$ cat config.mk
export PLATFORM = sky130hd
export DESIGN_NAME = html_tokenizer
export DESIGN_NICKNAME = d
export VERILOG_FILES = /design/src/rtl/html_tokenizer.sv
export SDC_FILE = /design/constraint.sdc
export NUM_CORES = 1
export LEC_CHECK = 0
export CORE_AREA = 10 10 142 144
export DETAILED_ROUTE_END_ITERATION = 8
export DIE_AREA = 0 0 152 154
export PLACE_DENSITY_LB_ADDON = 0.15
export SYNTH_ARGS = -nofsm -noshare
export SYNTH_HDL_FRONTEND = slang
export SYNTH_SLANG_ARGS = --single-unit
$ cat constraint.sdc
create_clock -name clock -period 3.2 [get_ports clock]
set_clock_uncertainty 0.1 [all_clocks]
set_input_delay 0.64 -clock clock [delete_from_list [all_inputs] [get_ports clock]]
set_output_delay 0.64 -clock clock [all_outputs]
set_load 0.05 [all_outputs]
$ cat src/rtl/html_tokenizer.sv
`default_nettype none
// +----------------------------------------------------------------------------+
// | html_tokenizer : turns a paced character stream into tag/attr/text/EOF      |
// |                  tokens buffered in a two-entry FIFO.                       |
// | Optional feature macro: HTML_TOKENIZER_ATTR_EN (attribute parsing).         |
// | Revision: 1.0                                                               |
// +----------------------------------------------------------------------------+

`ifndef CHAR_BITES
`define CHAR_BITES 8
`endif

module html_tokenizer #(
    parameter int NAME_MAX = 4
) (
    input  logic                    clock,
    input  logic                    resetn,
    output logic                    char_req,
    input  logic [`CHAR_BITES-1:0]  char,
    input  logic                    src_done,
    output logic                    tok_valid,
    input  logic                    tok_ready,
    output logic [2:0]              tok_type,
    output logic [8*NAME_MAX-1:0]   tok_name,
    output logic [1:0]              tok_attr,
    output logic [7:0]              tok_value,
    output logic                    tok_overflow,
    output logic                    err,
    output logic                    parse_done
);

    localparam int NW = 8 * NAME_MAX;
    localparam int LW = $clog2(NAME_MAX + 1);

    localparam logic [7:0] CH_LT = 8'h3C;
    localparam logic [7:0] CH_GT = 8'h3E;
    localparam logic [7:0] CH_SL = 8'h2F;
    localparam logic [7:0] CH_SP = 8'h20;
`ifdef HTML_TOKENIZER_ATTR_EN
    localparam logic [7:0] CH_EQ = 8'h3D;
`endif

    localparam logic [2:0] TT_OPEN  = 3'd1;
    localparam logic [2:0] TT_CLOSE = 3'd2;
    localparam logic [2:0] TT_TEXT  = 3'd3;
`ifdef HTML_TOKENIZER_ATTR_EN
    localparam logic [2:0] TT_ATTR  = 3'd4;
`endif
    localparam logic [2:0] TT_END   = 3'd5;
    localparam logic [2:0] TT_EOF   = 3'd6;

    typedef enum logic [1:0] {
        F_IDLE   = 2'd0,
        F_REQ    = 2'd1,
        F_WAIT   = 2'd2,
        F_SAMPLE = 2'd3
    } fetch_t;

    typedef enum logic [2:0] {
        P_TEXT  = 3'd0,
        P_LT    = 3'd1,
        P_NAME  = 3'd2,
        P_ATTR  = 3'd3,
        P_CNAME = 3'd4
`ifdef HTML_TOKENIZER_ATTR_EN
        ,
        P_ANAME = 3'd5,
        P_AVAL  = 3'd6
`endif
    } parse_t;

    typedef struct packed {
        logic [2:0]    ttype;
        logic [NW-1:0] name;
        logic [1:0]    attr;
        logic [7:0]    value;
        logic          ovf;
    } token_t;

    function automatic token_t mk(input logic [2:0] t, input logic [NW-1:0] n,
                                  input logic [1:0] a, input logic [7:0] v, input logic o);
        mk = '{ttype: t, name: n, attr: a, value: v, ovf: o};
    endfunction

    fetch_t          fstate;
    parse_t          pstate;
    logic [7:0]      c;
    logic            sample;
    logic            step;
    logic            is_letter;
    logic            is_digit;
    logic [NW-1:0]   name;
    logic [NW-1:0]   name_ins;
    logic [LW-1:0]   name_len;
    logic            name_ovf;
    logic            name_clear;
    logic            name_store;
    logic [NW-1:0]   text_name;
    logic [1:0]      count;
    logic [1:0]      count_left;
    logic            pop;
    logic [1:0]      push_n;
    token_t          tok_a;
    token_t          tok_b;
    token_t          q0;
    token_t          q1;

    assign c          = char;
    assign sample     = (fstate == F_SAMPLE);
    assign step       = sample && !src_done;
    assign is_letter  = ((c >= 8'h61) && (c <= 8'h7A)) || ((c >= 8'h41) && (c <= 8'h5A));
    assign is_digit   = (c >= 8'h30) && (c <= 8'h39);
    assign text_name  = NW'(c) << (NW - 8);

    assign tok_valid    = (count != 2'd0);
    assign pop          = tok_valid && tok_ready;
    assign count_left   = count - {1'b0, pop};
    assign tok_type     = q0.ttype;
    assign tok_name     = q0.name;
    assign tok_attr     = q0.attr;
    assign tok_value    = q0.value;
    assign tok_overflow = q0.ovf;

`ifdef HTML_TOKENIZER_ATTR_EN
    logic [39:0] abuf;
    logic [2:0]  alen;
    logic [1:0]  attr_id;
    logic [1:0]  attr_match;
    logic [7:0]  value;
    logic [11:0] val_calc;

    assign attr_match = ((alen == 3'd5) && (abuf == "color"))      ? 2'd1 :
                        ((alen == 3'd4) && (abuf[31:0] == "size")) ? 2'd2 : 2'd0;
    assign val_calc   = ({4'd0, value} * 12'd10) + {8'd0, c[3:0]};

    // Only the last five letters are kept; the length check makes the match exact.
    always_ff @(posedge clock or negedge resetn) begin
        if (!resetn) begin
            abuf    <= '0;
            alen    <= 3'd0;
            attr_id <= 2'd0;
            value   <= 8'd0;
        end else if (step) begin
            if (pstate == P_ATTR && is_letter) begin
                abuf <= {32'd0, c};
                alen <= 3'd1;
            end else if (pstate == P_ANAME && is_letter) begin
                abuf <= {abuf[31:0], c};
                if (alen != 3'd7) alen <= alen + 3'd1;
            end else if (pstate == P_ANAME && c == CH_EQ) begin
                attr_id <= attr_match;
                value   <= 8'd0;
            end else if (pstate == P_AVAL && is_digit) begin
                value <= (val_calc > 12'd255) ? 8'hFF : val_calc[7:0];
            end
        end
    end
`endif

    // Tag name capture: cleared on every '<', letters appended MSB-first.
    assign name_clear = step && (c == CH_LT);
    assign name_store = step && is_letter &&
                        (pstate == P_LT || pstate == P_NAME || pstate == P_CNAME);

    always_comb begin
        name_ins = name;
        for (int i = 0; i < NAME_MAX; i++) begin
            if (name_len == LW'(i)) name_ins[NW-8-8*i +: 8] = c;
        end
    end

    always_ff @(posedge clock or negedge resetn) begin
        if (!resetn) begin
            name     <= '0;
            name_len <= '0;
            name_ovf <= 1'b0;
        end else if (name_clear) begin
            name     <= '0;
            name_len <= '0;
            name_ovf <= 1'b0;
        end else if (name_store) begin
            name <= name_ins;
            if (name_len == LW'(NAME_MAX)) name_ovf <= 1'b1;
            else                           name_len <= name_len + LW'(1);
        end
    end

    always_comb begin
        push_n = 2'd0;
        tok_a  = '0;
        tok_b  = '0;
        if (sample) begin
            if (src_done) begin
                push_n = 2'd1;
                tok_a  = mk(TT_EOF, '0, 2'd0, 8'd0, 1'b0);
            end else if (c != CH_LT) begin
                case (pstate)
                    P_TEXT: begin
                        push_n = 2'd1;
                        tok_a  = mk(TT_TEXT, text_name, 2'd0, 8'd0, 1'b0);
                    end
                    P_NAME: begin
                        if (c == CH_SP) begin
                            push_n = 2'd1;
                            tok_a  = mk(TT_OPEN, name, 2'd0, 8'd0, name_ovf);
                        end else if (c == CH_GT) begin
                            push_n = 2'd2;
                            tok_a  = mk(TT_OPEN, name, 2'd0, 8'd0, name_ovf);
                            tok_b  = mk(TT_END, '0, 2'd0, 8'd0, 1'b0);
                        end
                    end
                    P_ATTR: begin
                        if (c == CH_GT) begin
                            push_n = 2'd1;
                            tok_a  = mk(TT_END, '0, 2'd0, 8'd0, 1'b0);
                        end
                    end
`ifdef HTML_TOKENIZER_ATTR_EN
                    P_ANAME: begin
                        if (c == CH_GT) begin
                            push_n = 2'd1;
                            tok_a  = mk(TT_END, '0, 2'd0, 8'd0, 1'b0);
                        end
                    end
                    P_AVAL: begin
                        if (c == CH_SP) begin
                            push_n = 2'd1;
                            tok_a  = mk(TT_ATTR, '0, attr_id, value, 1'b0);
                        end else if (c == CH_GT) begin
                            push_n = 2'd2;
                            tok_a  = mk(TT_ATTR, '0, attr_id, value, 1'b0);
                            tok_b  = mk(TT_END, '0, 2'd0, 8'd0, 1'b0);
                        end
                    end
`endif
                    P_CNAME: begin
                        if (c == CH_GT && name_len != '0) begin
                            push_n = 2'd1;
                            tok_a  = mk(TT_CLOSE, name, 2'd0, 8'd0, name_ovf);
                        end
                    end
                    default: ;
                endcase
            end
        end
    end

    // Two-entry FIFO, q0 is the head; pushes land behind whatever survives the pop.
    always_ff @(posedge clock or negedge resetn) begin
        if (!resetn) begin
            count <= 2'd0;
            q0    <= '0;
            q1    <= '0;
        end else begin
            if (pop) q0 <= q1;
            if (push_n != 2'd0) begin
                if (count_left == 2'd0) begin
                    q0 <= tok_a;
                    if (push_n == 2'd2) q1 <= tok_b;
                end else begin
                    q1 <= tok_a;
                end
            end
            count <= count_left + push_n;
        end
    end

    // Fetch only with the FIFO drained, so a two-token character always fits.
    always_ff @(posedge clock or negedge resetn) begin
        if (!resetn) begin
            fstate     <= F_IDLE;
            char_req   <= 1'b0;
            parse_done <= 1'b0;
        end else begin
            char_req <= 1'b0;
            case (fstate)
                F_IDLE: begin
                    if (count_left == 2'd0 && !parse_done) begin
                        fstate   <= F_REQ;
                        char_req <= 1'b1;
                    end
                end
                F_REQ:  fstate <= F_WAIT;
                F_WAIT: fstate <= F_SAMPLE;
                F_SAMPLE: begin
                    fstate <= F_IDLE;
                    if (src_done) parse_done <= 1'b1;
                end
                default: fstate <= F_IDLE;
            endcase
        end
    end

    always_ff @(posedge clock or negedge resetn) begin
        if (!resetn) begin
            pstate <= P_TEXT;
            err    <= 1'b0;
        end else if (step) begin
            if (c == CH_LT) begin
                pstate <= P_LT;
                if (pstate != P_TEXT) err <= 1'b1;
            end else begin
                case (pstate)
                    P_TEXT: ;
                    P_LT: begin
                        if (c == CH_SL)     pstate <= P_CNAME;
                        else if (is_letter) pstate <= P_NAME;
                        else begin
                            err    <= 1'b1;
                            pstate <= P_TEXT;
                        end
                    end
                    P_NAME: begin
                        if (c == CH_SP)      pstate <= P_ATTR;
                        else if (c == CH_GT) pstate <= P_TEXT;
                        else if (!is_letter) err    <= 1'b1;
                    end
                    P_ATTR: begin
                        if (c == CH_GT) pstate <= P_TEXT;
`ifdef HTML_TOKENIZER_ATTR_EN
                        else if (is_letter)  pstate <= P_ANAME;
                        else if (c != CH_SP) err    <= 1'b1;
`endif
                    end
`ifdef HTML_TOKENIZER_ATTR_EN
                    P_ANAME: begin
                        if (c == CH_EQ) pstate <= P_AVAL;
                        else if (c == CH_GT) begin
                            err    <= 1'b1;
                            pstate <= P_TEXT;
                        end else if (!is_letter) err <= 1'b1;
                    end
                    P_AVAL: begin
                        if (c == CH_SP)      pstate <= P_ATTR;
                        else if (c == CH_GT) pstate <= P_TEXT;
                        else if (!is_digit)  err    <= 1'b1;
                    end
`endif
                    P_CNAME: begin
                        if (c == CH_GT) begin
                            pstate <= P_TEXT;
                            if (name_len == '0) err <= 1'b1;
                        end else if (!is_letter) err <= 1'b1;
                    end
                    default: pstate <= P_TEXT;
                endcase
            end
        end
    end

endmodule

`default_nettype wire

==> metrics.csv, run 1 <==
stage,metric,value,unit
clocking,setup bufs post-CTS,0,
clocking,total clock buffers created by CTS,17,
timing,RSZ-0062 raised after global routing,no,
setup_path,CP required,3.46,ns
route,post-route ant nets,0,
timing,# setup viols final,0,
logic_synthesis,average size of a mapped cell,11.3,um^2
clocking,CTS Buffer Depth,2,
global_routing,GR Layer Usage met2,0.230,
final_layout,area grow syn2layout,31.2,%
floorplanning,core area,17200,um^2
power_and_ir_drop,Leakage,3.93,nW
setup_path,arrival time worst endpoint,3.31,ns
clocking,hold_buf cts,0,
final_layout,# diodes,0,
final_layout,fill count,1622,
logic_synthesis,post-synth top area cell,dfrtp_1,
floorplanning,Initial Util,0.347,
global_routing,antenna violations before repair,0,
clocking,root buffer cell,clkbuf_16,
global_routing,Top Usage Layer GRT,met2,
power_and_ir_drop,VDD IR max,374,uV
final_layout,final instance area,7830,um^2
clocking,post-CTS resize count,0,
route,WL final,15700,um
global_routing,vias in the first global route,4675,
clocking,CTS tree,done,
logic_synthesis,synth warn,0,
clocking,H-Tree Depth,4,
logic_synthesis,Main synth FF type,dfrtp_1,
floorplanning,die area,23400,um^2
logic_synthesis,Seq cells post-synth,128,
global_routing,largest net degree at the start of global routing,61,
place,routability cong.,0.833,
logic_synthesis,"Async S/R FF share, synth",1.00,
power_and_ir_drop,Cell Pwr Density,770,nW/um^2
timing,Tcrit/Tclk final,0.954,
logic_synthesis,"Net Count, Synth",551,
global_routing,global route overflow,0,
global_routing,met3 Use GR,0.0354,
floorplanning,Die W,152,um
hold_path,worst hold path class,in -> async,
place,port bufs,61,
power_and_ir_drop,Power Total,6.03,mW
final_layout,fin cells,869,
outcome,status,"complete, no violations",
clocking,Sink Count,128,
global_routing,met1 usage,0.168,
place,area post-placement,7220,um^2
timing,Worst Tran Pin Value,0.753,ns
logic_synthesis,Synth Area in Compound Gates,0.122,
logic_synthesis,simple-gate portion of the synthesized area,0.133,
setup_path,worst r2r src,pstate[2]$_DFFE_PN0P_,
place,placed instance count,838,
logic_synthesis,multiplexer area fraction after synthesis,0.146,
logic_synthesis,Yosys cell types,49,
setup_path,Setup CP Type,in -> reg,
setup_path,CP Launch Type,input pin,
global_routing,GRT Total Usage,0.137,
final_layout,share of layout cells above drive strength 1,0.154,
logic_synthesis,number of synthesized flops with an enable pin,0,
clocking,"CTS clk-pin slew, worst paths",0.06,ns
route,Vias,4361,
logic_synthesis,main combinational cell family by area after synthesis,multiplexers,
timing,fmax,328,MHz
global_routing,global-route wire length before repair,25900,um
setup_path,Setup crit end kind,flip-flop,
floorplanning,die height,154,um
setup_path,R2R depth,7,
logic_synthesis,Synth Area in XOR/XNOR,0.00734,
route,1st-iter DRT viols,353,
logic_synthesis,Mapped Area,5970,um^2
timing,Slew HR,0.498,
run,max capacitance violation total,0,
timing,final hold violations,0,
logic_synthesis,"Seq/Total Area, Yosys",0.537,
logic_synthesis,Post-Synth Adder-Cell Area,0.0210,
final_layout,Layout Nets,654,
timing,Hold WS,0.0973,ns
logic_synthesis,synthesized instance count,529,
route,DRT Pass-1 Iters,5,
floorplanning,# rows,48,
timing,Tmin final,3.05,ns
clocking,Clock Latency Late Sink,0.42,ns
route,vias per cell,5.02,
logic_synthesis,Synth area leaders,"dfrtp_1, mux2i_1, nand2_1, a22o_1, and3_1",
route,WL per Instance,18.1,um
setup_path,maximum fanout along the worst path,16,
route,Post-route DRC,0,
logic_synthesis,Synth top area share,0.537,
setup_path,CP Launch Point,char[4],
floorplanning,num ports,62,
timing,Final Max Tran Viols,0,
place,Detailed Place HPWL,11100,um
==> report_power, final <==
part	switching, mW	internal (mW)
Sequential	0.162	1.87
Combinational	1.17	0.820
Clock	0.715	1.28
Total	2.05	3.98
==> cell usage after synthesis, types with 2 or more instances <==
cell and n:
nor3_1 2, buf_4 4, o21ai_0 16, dfrtp_1 128, or3b_2 2, and3_1 21, a21oi_1 14, nor2b_1 5
nand2_1 65, nor2_1 19, mux2i_1 87, or2_2 3, a221o_1 9, nand2b_1 5, a31oi_1 2, buf_2 9
nand3_1 13, and2_1 4, ha_1 10, a2bb2oi_1 2, a22oi_1 10, or3_1 2, a22o_1 26, nor4_1 4
inv_1 13, nand4_1 5, clkbuf_1 22, xnor2_1 5, o221ai_1 2
==> worst max-delay path, cell delays in order <==
cell	delay (ns)
clkdlybuf4s50_1	0.39
buf_4	0.16
or4b_1	0.59
or3_4	0.44
a2111oi_4	0.41
and2_1	0.25
buf_4	0.24
a221o_1	0.17
==> metal layers <==
| layer | vias up | wire (um) |
|---|---|---|
| met5 | - | 0 |
| met4 | 0 | 171 |
| met3 | 11 | 597 |
| met2 | 68 | 7990 |
| met1 | 2168 | 6960 |
| li1 | 2114 | - |
==> logic make-up (layout without fill, tap and decap cells) <==
group	Yosys count	count (layout)
simple gates	156	156
flops	128	128
compound gates	95	95
mux	87	87
buf+inv	48	163
fa+ha+maj	10	10
xor+xnor	5	5
==> cell usage in the layout, fill, tap and decap left out, types with 5 or more instances in the layout <==
cell	instances
o21ai_0	16
nand3_1	13
a21oi_1	14
nand2_1	64
nand2b_1	5
buf_4	52
mux2i_1	87
nand4_1	5
xnor2_1	5
clkdlybuf4s50_1	60
nor2_1	19
ha_1	10
a221o_1	9
nor2b_1	5
a22oi_1	10
buf_12	7
dfrtp_1	128
inv_1	13
and3_1	21
clkbuf_16	17
a22o_1	26
==> final timing paths <==
check | endpoint | slack [ns]
worst max-delay path | q1[35]$_DFFE_PN0P_ | 0.15
worst min register to register | err$_DFFE_PN0P_ | 0.39
min in group clock | err$_DFFE_PN0P_ | 0.39
worst min-delay path | tok_name[22]$_DFF_PN0_ | 0.1
worst max register to register | q1[35]$_DFFE_PN0P_ | 0.44
max in group asynchronous | tok_value[5]$_DFF_PN0_ | 2.11
==> stage by stage <==
step	utilization	setup WS, ns	setup TNS (ns)
after floorplan	-	0.0884	0
after global placement	0.421	-0.214	-9.41
after detailed placement	0.421	-0.254	-11.18
after CTS	0.456	0.161	0
after global routing	0.456	0.0906	0
final	0.456	0.148	0
==> registers in the layout, indices dropped and copies added, names as in the netlist, 3 cells and up <==
| signal | count |
|---|---|
| tok_value | 8 |
| name_len | 3 |
| name | 32 |
| pstate | 3 |
| q1 | 36 |
| tok_type | 3 |
| tok_name | 32 |
==> area by class of cell <==
cell class / count / area [um^2] / area share
sequential: 128 / 3200 / 0.409
multi-input combinational: 353 / 2560 / 0.327
timing repair buffer: 119 / 1130 / 0.144
clock buffer: 22 / 474 / 0.0606
tap: 225 / 282 / 0.0360
clock inverter: 9 / 131 / 0.0168
inverter: 13 / 48.8 / 0.00623
Power figures use the tool's default switching activity.
==> run 2, diff against run 1 <==
--- a/config.mk
+++ b/config.mk
@@ -9,6 +9,8 @@
 export DETAILED_ROUTE_END_ITERATION = 8
 export DIE_AREA = 0 0 152 154
 export PLACE_DENSITY_LB_ADDON = 0.15
+export SETUP_SLACK_MARGIN = 0.15
+export SLEW_MARGIN = 40
 export SYNTH_ARGS = -nofsm -noshare
 export SYNTH_HDL_FRONTEND = slang
 export SYNTH_SLANG_ARGS = --single-unit
==> constraint.sdc (replaced) <==
create_clock -name clock -period 3.2 [get_ports clock]
set_clock_uncertainty 0.1 [all_clocks]
set_input_delay 0.96 -clock clock [delete_from_list [all_inputs] [get_ports clock]]
set_output_delay 0.96 -clock clock [all_outputs]
set_load 0.05 [all_outputs]
==> metrics.csv, run 2 (synthesized netlist as in run 1, its figures left out) <==
stage,metric,value,unit
timing,RSZ-0062 raised after global routing,no,
clocking,H-Tree Depth,4,
final_layout,"commonest non-fill, non-tap cell in the layout",dfrtp_1,
outcome,status,"complete, no violations",
final_layout,flip-flop count of the largest register after layout,36,
floorplanning,# rows,48,
timing,Slew HR,0.489,
final_layout,fin cells,879,
power_and_ir_drop,sw power,2.15,mW
clocking,Clock Latency Late Sink,0.42,ns
timing,Worst Tran Pin Value,0.766,ns
setup_path,Worst path max stage delay,0.57,ns
final_layout,"Most flops, register",q1,
global_routing,vias in the first global route,4853,
timing,# setup viols final,0,
power_and_ir_drop,Int Power,4.00,mW
setup_path,CP Cell Sequence,"dlygate4sd2_1, or4_4, or3_4, a2111oi_4, and2_4, bufbuf_16, a22o_1",
place,port bufs,61,
final_layout,"commonest non-fill, non-tap cells in the layout","dfrtp_1, mux2i_1, nand2_1, buf_4, clkdlybuf4s50_1",
clocking,root buffer cell,clkbuf_16,
global_routing,antenna violations before repair,0,
route,WL final,16300,um
global_routing,global-route wire length before repair,26700,um
floorplanning,num ports,62,
setup_path,maximum fanout along the worst path,8,
power_and_ir_drop,clock power share,0.324,
final_layout,register area,3200,um^2
final_layout,# diodes,0,
power_and_ir_drop,VDD IR max,397,uV
setup_path,Crit path buffers/inverters,2,
timing,Tmin final,2.96,ns
global_routing,global route overflow,0,
global_routing,GRT Total Usage,0.142,
global_routing,largest net degree at the start of global routing,129,
route,1st-iter DRT viols,392,
clocking,CTS tree,done,
final_layout,Layout Nets,663,
floorplanning,Initial Util,0.347,
setup_path,CP max-delay cell,or4_4,
floorplanning,die area,23400,um^2
setup_path,CP Launch Type,input pin,
timing,Tcrit/Tclk final,0.925,
floorplanning,die height,154,um
final_layout,fin util,0.466,
timing,Final Max Tran Viols,0,
clocking,Sink Count,128,
final_layout,share of layout cells above drive strength 1,0.177,
route,WL per Instance,18.5,um
setup_path,Setup CP Type,in -> reg,
place,Detailed Place HPWL,10800,um
floorplanning,core area,17200,um^2
place,routability cong.,0.864,
route,Vias,4514,
clocking,hold_buf cts,0,
power_and_ir_drop,Reg power frac,0.333,
hold_path,worst hold path class,reg -> reg,
clocking,total clock buffers created by CTS,17,
run,max capacitance violation total,0,
floorplanning,Die W,152,um
route,vias per cell,5.14,
power_and_ir_drop,Cell Pwr Density,768,nW/um^2
setup_path,Setup crit end kind,flip-flop,
clocking,CTS Buffer Depth,2,
clocking,"CTS clk-pin slew, worst paths",0.06,ns
final_layout,area grow syn2layout,34.2,%
place,area post-placement,7290,um^2
timing,setup_tns,0,ns
power_and_ir_drop,Leakage,4.03,nW
power_and_ir_drop,Combinational Power Share,0.343,
timing,final hold violations,0,
route,DRT Pass-1 Iters,5,
place,placed instance count,840,
route,post-route ant nets,0,
setup_path,Crit path max-delay family,simple AND/OR/NAND/NOR gates,
setup_path,CP required,3.46,ns
final_layout,final instance area,8010,um^2
setup_path,arrival time worst endpoint,3.22,ns
final_layout,area of the multi-input gates,2610,um^2
route,Post-route DRC,0,
timing,fmax,338,MHz
final_layout,fill count,1643,
power_and_ir_drop,Sw Ratio,0.349,
-- run 2: cell types whose count changed in the layout (fill, tap and decap cells not counted), moves of 2 or more --
cell	previous run	this run
buf_12	7	10
buf_4	52	55
clkbuf_8	3	1
clkdlybuf4s50_1	60	52
clkinv_4	0	2
dlygate4sd2_1	0	8
o21ai_0	16	14
-- run 2: per-stage QoR --
stage / setup slack (ns) / hold slack [ns] / total power [mW]
2_1_floorplan: 0.0893 / 0.370 / 3.38
3_3_place_gp: -0.535 / 0.389 / 4.10
3_5_place_dp: -0.535 / 0.395 / 4.14
4_1_cts: 0.202 / 0.408 / 6.21
5_1_grt: 0.152 / 0.417 / 6.47
6_report: 0.239 / 0.402 / 6.15
-- run 2: layer usage --
layer	up-vias	GRT usage	wire length (um)
li1	2148	-	-
met4	0	0.0500	261
met1	2275	0.174	7460
met5	-	0	0
met2	76	0.233	7910
met3	15	0.0393	617
-- run 2: repair_timing --
action                                  in CTS  in global routing
resized for setup                           14                  1
buffers inserted                             4                  0
cloned                                       3                  0
endpoints found under the setup margin      79                 27
pin swaps                                    7                  2
-- run 2: power by group through the flow --
stage	registers (mW)	logic, mW	clock network (mW)
6_report	2.05	2.11	1.99
2_1_floorplan	2.29	1.09	0
3_5_place_dp	2.07	2.07	0
5_1_grt	2.08	2.28	2.11
4_1_cts	2.05	2.13	2.03
3_3_place_gp	2.06	2.03	0
-- run 2: layout make-up --
class,count,area share
Clock buffer,20,0.0558
Clock inverter,12,0.0197
Inverter,13,0.00609
Multi-Input combinational cell,354,0.325
Sequential cell,128,0.400
Tap cell,225,0.0352
Timing Repair Buffer,127,0.158
-- run 2: worst register-to-register path: stages (launching register included) --
cell	delay (ns)
dfrtp_1	0.48
or3b_2	0.55
a2111oi_2	0.24
buf_4	0.18
o21ai_1	0.16
a32o_2	0.42
buf_12	0.20
a22o_1	0.24
-- run 2: path summary, 6_finish.rpt --
check	from	endpoint	slack, ns	cells past startpoint
setup / recovery	char[0]	q1[32]$_DFFE_PN0P_	0.24	7
setup reg to reg	pstate[2]$_DFFE_PN0P_	q1[29]$_DFFE_PN0P_	0.53	7
hold reg to reg	q1[17]$_DFFE_PN0P_	q1[17]$_DFFE_PN0P_	0.40	1
hold / removal	q1[17]$_DFFE_PN0P_	q1[17]$_DFFE_PN0P_	0.40	1
min in group asynchronous	resetn	tok_name[19]$_DFF_PN0_	0.51	2
max in group asynchronous	resetn	name[29]$_DFFE_PN0P_	1.92	2
==> run 3, diff against run 2 <==
--- a/config.mk
+++ b/config.mk
@@ -5,9 +5,11 @@
 export SDC_FILE = /design/constraint.sdc
 export NUM_CORES = 1
 export LEC_CHECK = 0
-export CORE_AREA = 10 10 142 144
+export CELL_PAD_IN_SITES_DETAIL_PLACEMENT = 0
+export CELL_PAD_IN_SITES_GLOBAL_PLACEMENT = 2
+export CORE_AREA = 10 10 144 146
 export DETAILED_ROUTE_END_ITERATION = 8
-export DIE_AREA = 0 0 152 154
+export DIE_AREA = 0 0 154 156
 export PLACE_DENSITY_LB_ADDON = 0.15
 export SETUP_SLACK_MARGIN = 0.15
 export SLEW_MARGIN = 40
==> metrics.csv, run 3 (synthesized netlist as in run 1, its figures left out) <==
stage,metric,value,unit
place,dpl ws,-0.461,ns
power_and_ir_drop,Cell Pwr Density,746,nW/um^2
final_layout,Layout Nets,665,
route,Vias,4478,
final_layout,fill count,1678,
place,port bufs,61,
route,Post-route DRC,0,
final_layout,"commonest non-fill, non-tap cells in the layout","dfrtp_1, mux2i_1, nand2_1, buf_4, clkdlybuf4s50_1",
clocking,total clock buffers created by CTS,17,
setup_path,maximum fanout along the worst path,10,
setup_path,Crit path buffers/inverters,2,
final_layout,area of the multi-input gates,2580,um^2
setup_path,Crit path max-delay family,simple AND/OR/NAND/NOR gates,
global_routing,vias in the first global route,4776,
final_layout,share of layout cells above drive strength 1,0.175,
setup_path,arrival time worst endpoint,3.24,ns
timing,Worst Tran Pin Value,0.733,ns
route,1st-iter DRT viols,363,
timing,Slew HR,0.512,
global_routing,global route overflow,0,
setup_path,CP Launch Type,input pin,
route,WL final,16200,um
hold_path,worst hold path class,reg -> reg,
setup_path,Setup CP Type,in -> reg,
final_layout,"Most flops, register",q1,
setup_path,CP required,3.45,ns
timing,Final Max Tran Viols,0,
power_and_ir_drop,VDD IR max,537,uV
route,post-route ant nets,0,
clocking,CTS tree,done,
setup_path,Setup crit end kind,flip-flop,
timing,Tmin final,2.99,ns
place,area post-placement,7380,um^2
setup_path,CP Cell Sequence,"dlygate4sd2_1, or4_4, or3_4, a2111oi_4, and2_4, bufbuf_16, a22o_1",
final_layout,flip-flop count of the largest register after layout,36,
place,Detailed Place HPWL,11500,um
run,max capacitance violation total,0,
route,DRT Pass-1 Iters,4,
global_routing,GRT Total Usage,0.137,
clocking,Clock Latency Late Sink,0.41,ns
final_layout,fin util,0.447,
final_layout,final instance area,7980,um^2
outcome,status,"complete, no violations",
setup_path,CP max-delay cell,or4_4,
floorplanning,# rows,49,
floorplanning,num ports,62,
final_layout,"commonest non-fill, non-tap cell in the layout",dfrtp_1,
global_routing,largest net degree at the start of global routing,62,
timing,final hold violations,0,
final_layout,# diodes,0,
floorplanning,Initial Util,0.334,
global_routing,antenna violations before repair,1,
timing,# setup viols final,0,
global_routing,global-route wire length before repair,26400,um
power_and_ir_drop,Power Total,5.95,mW
timing,final worst slack,0.214,ns
power_and_ir_drop,Leakage,4.03,nW
clocking,H-Tree Depth,4,
floorplanning,die height,156,um
timing,Tcrit/Tclk final,0.933,
final_layout,area grow syn2layout,33.8,%
timing,RSZ-0062 raised after global routing,no,
route,WL per Instance,18.3,um
timing,fmax,335,MHz
timing,setup_tns,0,ns
clocking,Sink Count,128,
clocking,"CTS clk-pin slew, worst paths",0.05,ns
floorplanning,die area,24000,um^2
route,vias per cell,5.08,
final_layout,register area,3200,um^2
clocking,CTS Buffer Depth,2,
place,routability cong.,0.846,
floorplanning,core area,17800,um^2
floorplanning,Die W,154,um
clocking,root buffer cell,clkbuf_16,
setup_path,Worst path max stage delay,0.58,ns
[run 3: layout make-up]
type | instances | share of cell area
inverters | 13 | 0.00611
clock inverters | 5 | 0.00690
clock buffers | 24 | 0.0629
multi-input cells | 353 | 0.324
repair buffers | 130 | 0.163
flip-flops and latches | 128 | 0.401
well taps | 229 | 0.0359
[run 3: where the power goes]
part / switching, mW / leakage (nW) / internal (mW)
Sequential: 0.170 / 1.74 / 1.88
Clock: 0.672 / 0.270 / 1.15
Combinational: 1.20 / 2.02 / 0.881
Total: 2.04 / 4.03 / 3.91
[run 3: stage by stage]
step / hold WS [ns] / std cells
after floorplan: 0.370 / 529
after CTS: 0.406 / 882
after global routing: 0.426 / 882
final: 0.401 / 882
after detailed placement: 0.390 / 851
after global placement: 0.376 / 851
[run 3: worst paths after layout]
path / from / to / slack [ns] / cells past startpoint
worst max-delay path: char[1] / q1[13]$_DFFE_PN0P_ / 0.21 / 7
worst min-delay path: q1[14]$_DFFE_PN0P_ / q1[14]$_DFFE_PN0P_ / 0.40 / 1
worst max register to register: pstate[2]$_DFFE_PN0P_ / q1[39]$_DFFE_PN0P_ / 0.45 / 7
worst min register to register: q1[14]$_DFFE_PN0P_ / q1[14]$_DFFE_PN0P_ / 0.40 / 1
max in group asynchronous: resetn / tok_type[1]$_DFF_PN0_ / 1.75 / 2
min in group asynchronous: resetn / q1[18]$_DFFE_PN0P_ / 0.42 / 1
[run 3: timing repair]
| action | CTS | global route |
|---|---|---|
| setup endpoints to repair | 79 | 26 |
| setup buffers | 1 | 0 |
| pin swaps | 3 | 2 |
| hold buffers | 0 | 0 |
| gates resized for setup | 11 | 1 |
| cloned | 1 | 0 |
[run 3: layer usage]
layer,wire [um],vias up,GRT usage,part of all wire
li1,-,2140,-,-
met1,7660,2254,0.179,0.47
met2,7750,70,0.220,0.48
met3,596,14,0.0378,0.037
met4,167,0,0.0364,0.010
met5,0,-,0,0
